## src/rtl/fifo_access_ctrl_if.sv

```systemverilog
// rtl/fifo_access_ctrl_if.sv - producer, consumer and FIFO-side signals of the FIFO access controller
interface fifo_access_ctrl_if;
  logic       wr0_req;
  logic [7:0] wr0_data;
  logic       wr0_ack;
  logic       wr1_req;
  logic [7:0] wr1_data;
  logic       wr1_ack;
  logic       rd_req;
  logic       rd_valid;
  logic [7:0] rd_data;
  logic [2:0] fifo_left;
  logic       fifo_wr_req;
  logic [7:0] fifo_wr_data;
  logic       fifo_rd_req;
  logic [7:0] fifo_rd_data;
  logic       full;
  logic       empty;

  modport slave (
    input  wr0_req, wr0_data, wr1_req, wr1_data, rd_req, fifo_left, fifo_rd_data,
    output wr0_ack, wr1_ack, rd_valid, rd_data, fifo_wr_req, fifo_wr_data, fifo_rd_req,
           full, empty
  );

  modport master (
    output wr0_req, wr0_data, wr1_req, wr1_data, rd_req, fifo_left, fifo_rd_data,
    input  wr0_ack, wr1_ack, rd_valid, rd_data, fifo_wr_req, fifo_wr_data, fifo_rd_req,
           full, empty
  );
endinterface

```

## src/rtl/fifo_access_ctrl.sv

```systemverilog
// rtl/fifo_access_ctrl.sv - round-robin burst write arbiter and read sequencer for a small sync FIFO
module fifo_access_ctrl #(
  parameter logic [2:0] DEEP  = 3'd4,
  parameter logic [2:0] BURST = 3'd2
) (
  input  logic            clk,
  input  logic            rst,
  fifo_access_ctrl_if.slave bus
);

  typedef enum logic [1:0] {
    IDLE = 2'd0,
    GNT0 = 2'd1,
    GNT1 = 2'd2
  } state_t;

  state_t     state, state_nxt;
  logic       prio, prio_nxt;
  logic [2:0] beat_cnt, beat_nxt;
  logic       ack0, ack1;
  logic [7:0] wr_data;
  logic       has_room, has_data, last_beat;
  logic       rd_issue;
  logic       rd_pend;
  logic       rd_valid_q;
  logic [7:0] rd_data_q;

  assign has_room  = (bus.fifo_left != 3'd0);
  assign has_data  = (bus.fifo_left != DEEP);
  assign last_beat = (beat_cnt == (BURST - 3'd1));

  always_ff @(posedge clk) begin
    if (rst) begin
      state    <= IDLE;
      prio     <= 1'b0;
      beat_cnt <= 3'd0;
    end else begin
      state    <= state_nxt;
      prio     <= prio_nxt;
      beat_cnt <= beat_nxt;
    end
  end

  // A grant ends on its last beat or when the producer drops req; the other
  // channel is granted directly if it is waiting, so hand-over costs no cycle.
  always_comb begin
    state_nxt = state;
    prio_nxt  = prio;
    beat_nxt  = beat_cnt;
    ack0      = 1'b0;
    ack1      = 1'b0;
    wr_data   = 8'h00;
    case (state)
      IDLE: begin
        if (bus.wr0_req && bus.wr1_req) begin
          state_nxt = prio ? GNT1 : GNT0;
        end else if (bus.wr0_req) begin
          state_nxt = GNT0;
        end else if (bus.wr1_req) begin
          state_nxt = GNT1;
        end
      end
      GNT0: begin
        wr_data = bus.wr0_data;
        ack0    = bus.wr0_req & has_room & ~rst;
        if (!bus.wr0_req || (ack0 && last_beat)) begin
          prio_nxt  = 1'b1;
          beat_nxt  = 3'd0;
          state_nxt = bus.wr1_req ? GNT1 : IDLE;
        end else if (ack0) begin
          beat_nxt = beat_cnt + 3'd1;
        end
      end
      GNT1: begin
        wr_data = bus.wr1_data;
        ack1    = bus.wr1_req & has_room & ~rst;
        if (!bus.wr1_req || (ack1 && last_beat)) begin
          prio_nxt  = 1'b0;
          beat_nxt  = 3'd0;
          state_nxt = bus.wr0_req ? GNT0 : IDLE;
        end else if (ack1) begin
          beat_nxt = beat_cnt + 3'd1;
        end
      end
      default: begin
        state_nxt = IDLE;
      end
    endcase
  end

  // FIFO read data arrives one cycle after the request; capture it then.
  assign rd_issue = bus.rd_req & has_data & ~rst;

  always_ff @(posedge clk) begin
    if (rst) begin
      rd_pend    <= 1'b0;
      rd_valid_q <= 1'b0;
      rd_data_q  <= 8'h00;
    end else begin
      rd_pend    <= rd_issue;
      rd_valid_q <= rd_pend;
      if (rd_pend) begin
        rd_data_q <= bus.fifo_rd_data;
      end
    end
  end

  assign bus.wr0_ack      = ack0;
  assign bus.wr1_ack      = ack1;
  assign bus.fifo_wr_req  = ack0 | ack1;
  assign bus.fifo_wr_data = wr_data;
  assign bus.fifo_rd_req  = rd_issue;
  assign bus.rd_valid     = rd_valid_q;
  assign bus.rd_data      = rd_data_q;
  assign bus.full         = ~has_room;
  assign bus.empty        = ~has_data;

endmodule

```

## src/flat_wrapper.sv

```systemverilog
// flat-port wrapper written by rule: the top's interface ports become plain ports
module fifo_access_ctrl_flat 
#(
  parameter logic [2:0] DEEP  = 3'd4,
  parameter logic [2:0] BURST = 3'd2
)
  (clk, rst, bus_wr0_req, bus_wr0_data, bus_wr1_req, bus_wr1_data, bus_rd_req, bus_fifo_left, bus_fifo_rd_data, bus_wr0_ack, bus_wr1_ack, bus_rd_valid, bus_rd_data, bus_fifo_wr_req, bus_fifo_wr_data, bus_fifo_rd_req, bus_full, bus_empty);
  fifo_access_ctrl_if bus_i ();
  input  logic clk;
  input  logic rst;
  input wire logic [$bits(bus_i.wr0_req)-1:0] bus_wr0_req;
  input wire logic [$bits(bus_i.wr0_data)-1:0] bus_wr0_data;
  input wire logic [$bits(bus_i.wr1_req)-1:0] bus_wr1_req;
  input wire logic [$bits(bus_i.wr1_data)-1:0] bus_wr1_data;
  input wire logic [$bits(bus_i.rd_req)-1:0] bus_rd_req;
  input wire logic [$bits(bus_i.fifo_left)-1:0] bus_fifo_left;
  input wire logic [$bits(bus_i.fifo_rd_data)-1:0] bus_fifo_rd_data;
  output wire logic [$bits(bus_i.wr0_ack)-1:0] bus_wr0_ack;
  output wire logic [$bits(bus_i.wr1_ack)-1:0] bus_wr1_ack;
  output wire logic [$bits(bus_i.rd_valid)-1:0] bus_rd_valid;
  output wire logic [$bits(bus_i.rd_data)-1:0] bus_rd_data;
  output wire logic [$bits(bus_i.fifo_wr_req)-1:0] bus_fifo_wr_req;
  output wire logic [$bits(bus_i.fifo_wr_data)-1:0] bus_fifo_wr_data;
  output wire logic [$bits(bus_i.fifo_rd_req)-1:0] bus_fifo_rd_req;
  output wire logic [$bits(bus_i.full)-1:0] bus_full;
  output wire logic [$bits(bus_i.empty)-1:0] bus_empty;
  assign bus_i.wr0_req = bus_wr0_req;
  assign bus_i.wr0_data = bus_wr0_data;
  assign bus_i.wr1_req = bus_wr1_req;
  assign bus_i.wr1_data = bus_wr1_data;
  assign bus_i.rd_req = bus_rd_req;
  assign bus_i.fifo_left = bus_fifo_left;
  assign bus_i.fifo_rd_data = bus_fifo_rd_data;
  assign bus_wr0_ack = bus_i.wr0_ack;
  assign bus_wr1_ack = bus_i.wr1_ack;
  assign bus_rd_valid = bus_i.rd_valid;
  assign bus_rd_data = bus_i.rd_data;
  assign bus_fifo_wr_req = bus_i.fifo_wr_req;
  assign bus_fifo_wr_data = bus_i.fifo_wr_data;
  assign bus_fifo_rd_req = bus_i.fifo_rd_req;
  assign bus_full = bus_i.full;
  assign bus_empty = bus_i.empty;
  fifo_access_ctrl #(.DEEP(DEEP), .BURST(BURST)) u_core (.clk(clk), .rst(rst), .bus(bus_i));
endmodule
```

## config.mk

```make
export PLATFORM = sky130hd
export DESIGN_NAME = fifo_access_ctrl_flat
export DESIGN_NICKNAME = d
export VERILOG_FILES = /design/src/rtl/fifo_access_ctrl_if.sv /design/src/rtl/fifo_access_ctrl.sv /design/src/flat_wrapper.sv
export SDC_FILE = /design/constraint.sdc
export NUM_CORES = 1
export LEC_CHECK = 0
export BUFFER_PORTS_ARGS = -buffer_cell sky130_fd_sc_hd__buf_2
export CAP_MARGIN = 20
export CORE_UTILIZATION = 40
export CTS_BUF_LIST = sky130_fd_sc_hd__clkbuf_4 sky130_fd_sc_hd__clkbuf_8 sky130_fd_sc_hd__clkbuf_16
export DETAILED_ROUTE_END_ITERATION = 12
export PLACE_DENSITY = 0.74
export SETUP_SLACK_MARGIN = 0.5
export SKIP_LAST_GASP = 1
export SYNTH_ARGS = -nofsm -noshare
export SYNTH_HDL_FRONTEND = slang
export SYNTH_SLANG_ARGS = --single-unit
export TNS_END_PERCENT = 100
```

## constraint.sdc

```tcl
create_clock -name clk -period 2 [get_ports clk]
set_input_delay 0.4 -clock clk [delete_from_list [all_inputs] [get_ports clk]]
set_output_delay 0.4 -clock clk [all_outputs]
set_load 0.03 [all_outputs]
```

=== Word-level counts from Yosys, hierarchy flattened ===
Index checks and enable logic that the tools add are counted.
W data, S select, Z words.

* Register bits after elaboration: 16
* Memory bits (writable): 0
* Memories kept: 0
* Bits in latches: 0
* Output and inout bits: 23
* ROM bits: 0

* Shifts and indexed selects: 0
* Order comparisons: 0
* Multiplexer cells: 20
* Div/mod/pow operators: 0
* Bitwise gates (word level): 10
* Multiply operators: 0
* Reduce and logical (&&, ||, !) cells: 13
* $add $sub $neg: 1
* Equality and inequality tests: 9

{| class="wikitable"
|+ Operators with widths
! kind !! number
|-
| $pmux W8 S2 || 1
|-
| $mux W2 || 7
|-
| $mux W3 || 4
|-
| $reduce_and A3 Y1 || 3
|-
| $and A1 B1 Y1 || 6
|-
| $ne A3 B1 Y1 const B || 2
|-
| $pmux W2 S3 || 1
|-
| $pmux W3 S2 || 1
|-
| $mux W1 || 5
|-
| $ne A2 B1 Y1 const B || 2
|-
| $ne A4 B3 Y1 const B || 1
|-
| $add A3 B1 Y3 const B || 1
|-
| $eq A3 B1 Y1 const B || 1
|-
| $logic_and A1 B1 Y1 || 3
|-
| $ne A3 B3 Y1 const B || 1
|-
| $not A1 Y1 || 3
|-
| $reduce_bool A3 Y1 || 1
|-
| $eq A2 B1 Y1 const B || 1
|-
| $eq A2 B2 Y1 const B || 1
|-
| $logic_not A1 Y1 || 2
|-
| $logic_not A2 Y1 || 1
|-
| $logic_or A1 B1 Y1 || 2
|-
| $pmux W1 S2 || 1
|-
| $reduce_bool A2 Y1 || 1
|-
| $or A1 B1 Y1 || 1
|}

=== Logic depth before layout (Yosys ltp) ===
* Depth in word-level cells: 7
* Gate-level depth with buffers: 6
* Mapped depth without buffers: 6

=== Worst setup path after synthesis ===
Ideal clock, no wire load.

* Path kind: register to output
* From: register u_core.state[0]
* To: output bus_fifo_wr_req
* Setup slack: -0.389 ns
* Arrival: 1.989 ns
* Stages on the path, launching flop included: 7
* Path buffers: 1
* Cell sequence: dfxtp_1 > inv_1 > ha_1 > clkbuf_1 > nand2_1 > nor3_1 > or2_2

* Cells in the longest elaborated chain, start to end: 3
* Elaborated cells between the ends (all ways): 5

{| class="wikitable"
|+ RTL lines
! element !! RTL line !! RTL
|-
| from (decl) || fifo_access_ctrl.sv:17 || <nowiki>state_t state, state_nxt;</nowiki>
|-
| from (signal assigned) || fifo_access_ctrl.sv:38 || <nowiki>state <= state_nxt;</nowiki>
|-
| $eq A2 B2 Y1 || fifo_access_ctrl.sv:53 || <nowiki>case (state)</nowiki>
|-
| $mux W1 || fifo_access_ctrl.sv:53 ||
|-
| named net bus_wr1_ack || flat_wrapper.sv:19 || <nowiki>output wire logic [$bits(bus_i.wr1_ack)-1:0] bus_wr1_ack;</nowiki>
|-
| $or A1 B1 Y1 || fifo_access_ctrl.sv:110 || <nowiki>assign bus.fifo_wr_req = ack0 | ack1;</nowiki>
|-
| to (decl) || flat_wrapper.sv:22 || <nowiki>output wire logic [$bits(bus_i.fifo_wr_req)-1:0] bus_fifo_wr_req;</nowiki>
|}

The timed path passes the listed nets, and every way through them passes these cells.

=== Final worst setup path ===
* From: input bus_fifo_left[0]
* To: output bus_fifo_wr_req

* Cells in the longest elaborated chain, start to end: 5
* Elaborated cells between the ends (all ways): 8

{| class="wikitable"
|+ RTL lines
! element !! RTL line !! RTL
|-
| from (decl) || flat_wrapper.sv:16 || <nowiki>input wire logic [$bits(bus_i.fifo_left)-1:0] bus_fifo_left;</nowiki>
|-
| $reduce_bool A3 Y1 (*) || fifo_access_ctrl.sv:28 || <nowiki>assign has_room = (bus.fifo_left != 3'd0);</nowiki>
|-
| $and A1 B1 Y1 (on tied branches) (2 in series) || fifo_access_ctrl.sv:65, fifo_access_ctrl.sv:76 ||
|-
| $mux W1 || fifo_access_ctrl.sv:53 ||
|-
| $or A1 B1 Y1 (*) || fifo_access_ctrl.sv:110 ||
|}

Mark *: on every way between the ends. The rest lies on a longest branch, timed or not.

==> metrics <==
Netlist Area Pre-Place=945 um^2; CTS tree=yes; Cell Rows=17; Setup TNS=0 ps; WP data required=approximately 1600 ps; die area=between 2000 and 3000 um^2; period utilisation layout=94.4%; Root Driver=clkbuf_4; hpwl dp=approximately 1800 um; IO Port Bufs=54; clock slew at reported path FFs=90 ps; H-tree depth=1; fmax=529 MHz; Crit path arrival time=1490 ps; post-synth cell types=31; DRT Wirelength=3090 um; grt ovf=0; DR WL/cell=15.5 um; largest net degree at the start of global routing=26; pwr/cell area=about 760 nW/um^2; Leakage=approximately 0.76 nW; CP Max Fanout=3; Tot GR Track Use=22.8%; first-pass GRT wire length=4410 um; YS warnings=0; slew margin rel.=66.7%; crit path time final=around 1900 ps; status=finished, final reports clean; Min Hold Slack=349 ps; vias per cell=5.37; Inserted Clock Buffers=3; Slew Viols, Final=0; Hold Vio Cnt, Final=0; CP Launch Type=input port; syn_area_per_cell=approximately 9 um^2; CP Capture Type=primary output; core area=2210 um^2; Worst-Margin Slew=498 ps; Via Count=1074; clock net sink count=16; residual DRC count=0; Synth Net Count=~140; DR iter-0 viols=19; Worst VDD drop=roughly 0.64 mV; GP Congestion=0.719; Setup Viol. Count Final=0; #FFs+latches synth=16; worst hold path type=in -> reg; vias in the first global route=1027; die width=just over 50 um; Fin Clk Skew=5.91 ps; critical path class=in -> out; Net count, final=211; ant diodes=0; Initial Util=42.7%; IO Count=55; DR pass1 iterations=4; Syn Inst Count=105; CTS max path bufs=2; share of cells above drive strength 1=68.0%; Clk Latency, worst-skew pair=280 ps; Area growth syn-to-layout=87.2%; DRT antenna net count=0; initial antenna violation count=0; Max-cap violations=0; Design Power=1.35 mW; post-synthesis sequential area ratio=around a third; die height=50.6 um; RSZ-0062 raised after global routing=true
layout by cell type (no fill, tap or decap), types with 8 or more instances in the layout:
cell type,n
buf_4,12
dfxtp_1,14
buf_6,15
nor2_1,11
nor2b_4,8
a22oi_2,8
buf_2,40
mux2i_1,8
critical path: stages:
cell and delay, ps:
buf_8 90, or3_4 400, clkinvlp_4 140, nor3_4 60, or2_4 250, buf_6 140
layer usage:
metal	GRT usage, %	part of all wire, %	up-vias	wire (um)
met2	43.3	54	53	1660
met1	22.8	38	498	1180
met5	0	0	-	0
met3	5.15	6.0	8	186
li1	-	-	515	-
met4	11.6	2.1	0	65
worst paths after layout:
check	slack [ps]	cells past startpoint	endpoint	from
worst min register to register	500	2	u_core.bus.rd_data[0]	u_core.bus.rd_data[0]
worst max-delay path	110	6	bus_fifo_wr_req	bus_fifo_left[0]
worst min-delay path	350	3	u_core.bus.rd_data[1]	bus_fifo_rd_data[1]
worst max register to register	200	8	u_core.beat_cnt[2]	u_core.state[0]
cell type report:
type | instances | area [um^2]
Sequential cell | 16 | 328
Inverter | 6 | 31.3
Tap cell | 28 | 35.0
Fill cell | 145 | 444
Multi-Input combinational cell | 77 | 843
Timing Repair Buffer | 69 | 494
Clock buffer | 4 | 36.3
stage by stage:
stage	std cells	setup slack (ps)	cell area (um^2)	util, %
3_5_place_dp	181	36.5	1380	62.4
3_3_place_gp	181	48.0	1380	62.4
2_1_floorplan	105	173	1130	-
4_1_cts	197	121	1670	75.7
6_report	200	111	1770	79.9
5_1_grt	200	41.6	1770	79.9
kinds of logic after synthesis:
family | share of synthesized area, %
simple gates | 23.4
compound gates | 20.3
buf+inv | 4.90
fa+ha+maj | 7.95
mux | 9.54
flops | 33.9
cells in the mapped netlist:
cell type  number  area (um^2)
nor2b_1        11         68.8
o2111ai_1       1         8.76
nand2_1         3         11.3
dfxtp_1        16          320
clkbuf_1        4         15.0
nand2b_4        1         13.8
nand3b_1        1         7.51
buf_1           1         3.75
a21o_1          1         7.51
or4_1           1         7.51
or2_2           1         6.26
buf_2           1         5.00
or3_4           1         11.3
inv_1           6         22.5
a311oi_1        1         8.76
mux2i_1         9         90.1
o31ai_1         2         15.0
a31o_1          1         8.76
a21oi_1         4         20.0
nor2_1         11         41.3
o32ai_1         1         8.76
or4b_2          1         10.0
nor3_1          2         10.0
ha_1            6         75.1
nand3_1         1         5.00
a22oi_1         9         67.6
a31oi_1         2         12.5
nor3b_1         3         22.5
o311ai_2        1         16.3
nand4_1         1         6.26
a22o_4          1         17.5
registers in the layout, summed over array words and instances, names as in the netlist:
name / flops
u_core.beat_cnt: 3
u_core.bus.rd_data: 8
u_core.prio: 1
u_core.bus.rd_valid: 1
u_core.state: 2
u_core.rd_pend: 1
where the power goes:
group	internal (mW)	switching, mW
Clock	0.111	0.0993
Sequential	0.353	0.0372
Combinational	0.389	0.362
Total	0.852	0.498
what timing repair did:
action / 4_1_cts / 5_1_grt
setup endpoints to repair: 19 / 18
pin swaps: 16 / 16
hold buffers: 0 / 0
endpoints found under the hold margin: 0 / 0
gates resized for setup: 41 / 18
buffers inserted: 12 / 3
(Power assumes the default switching activity.)
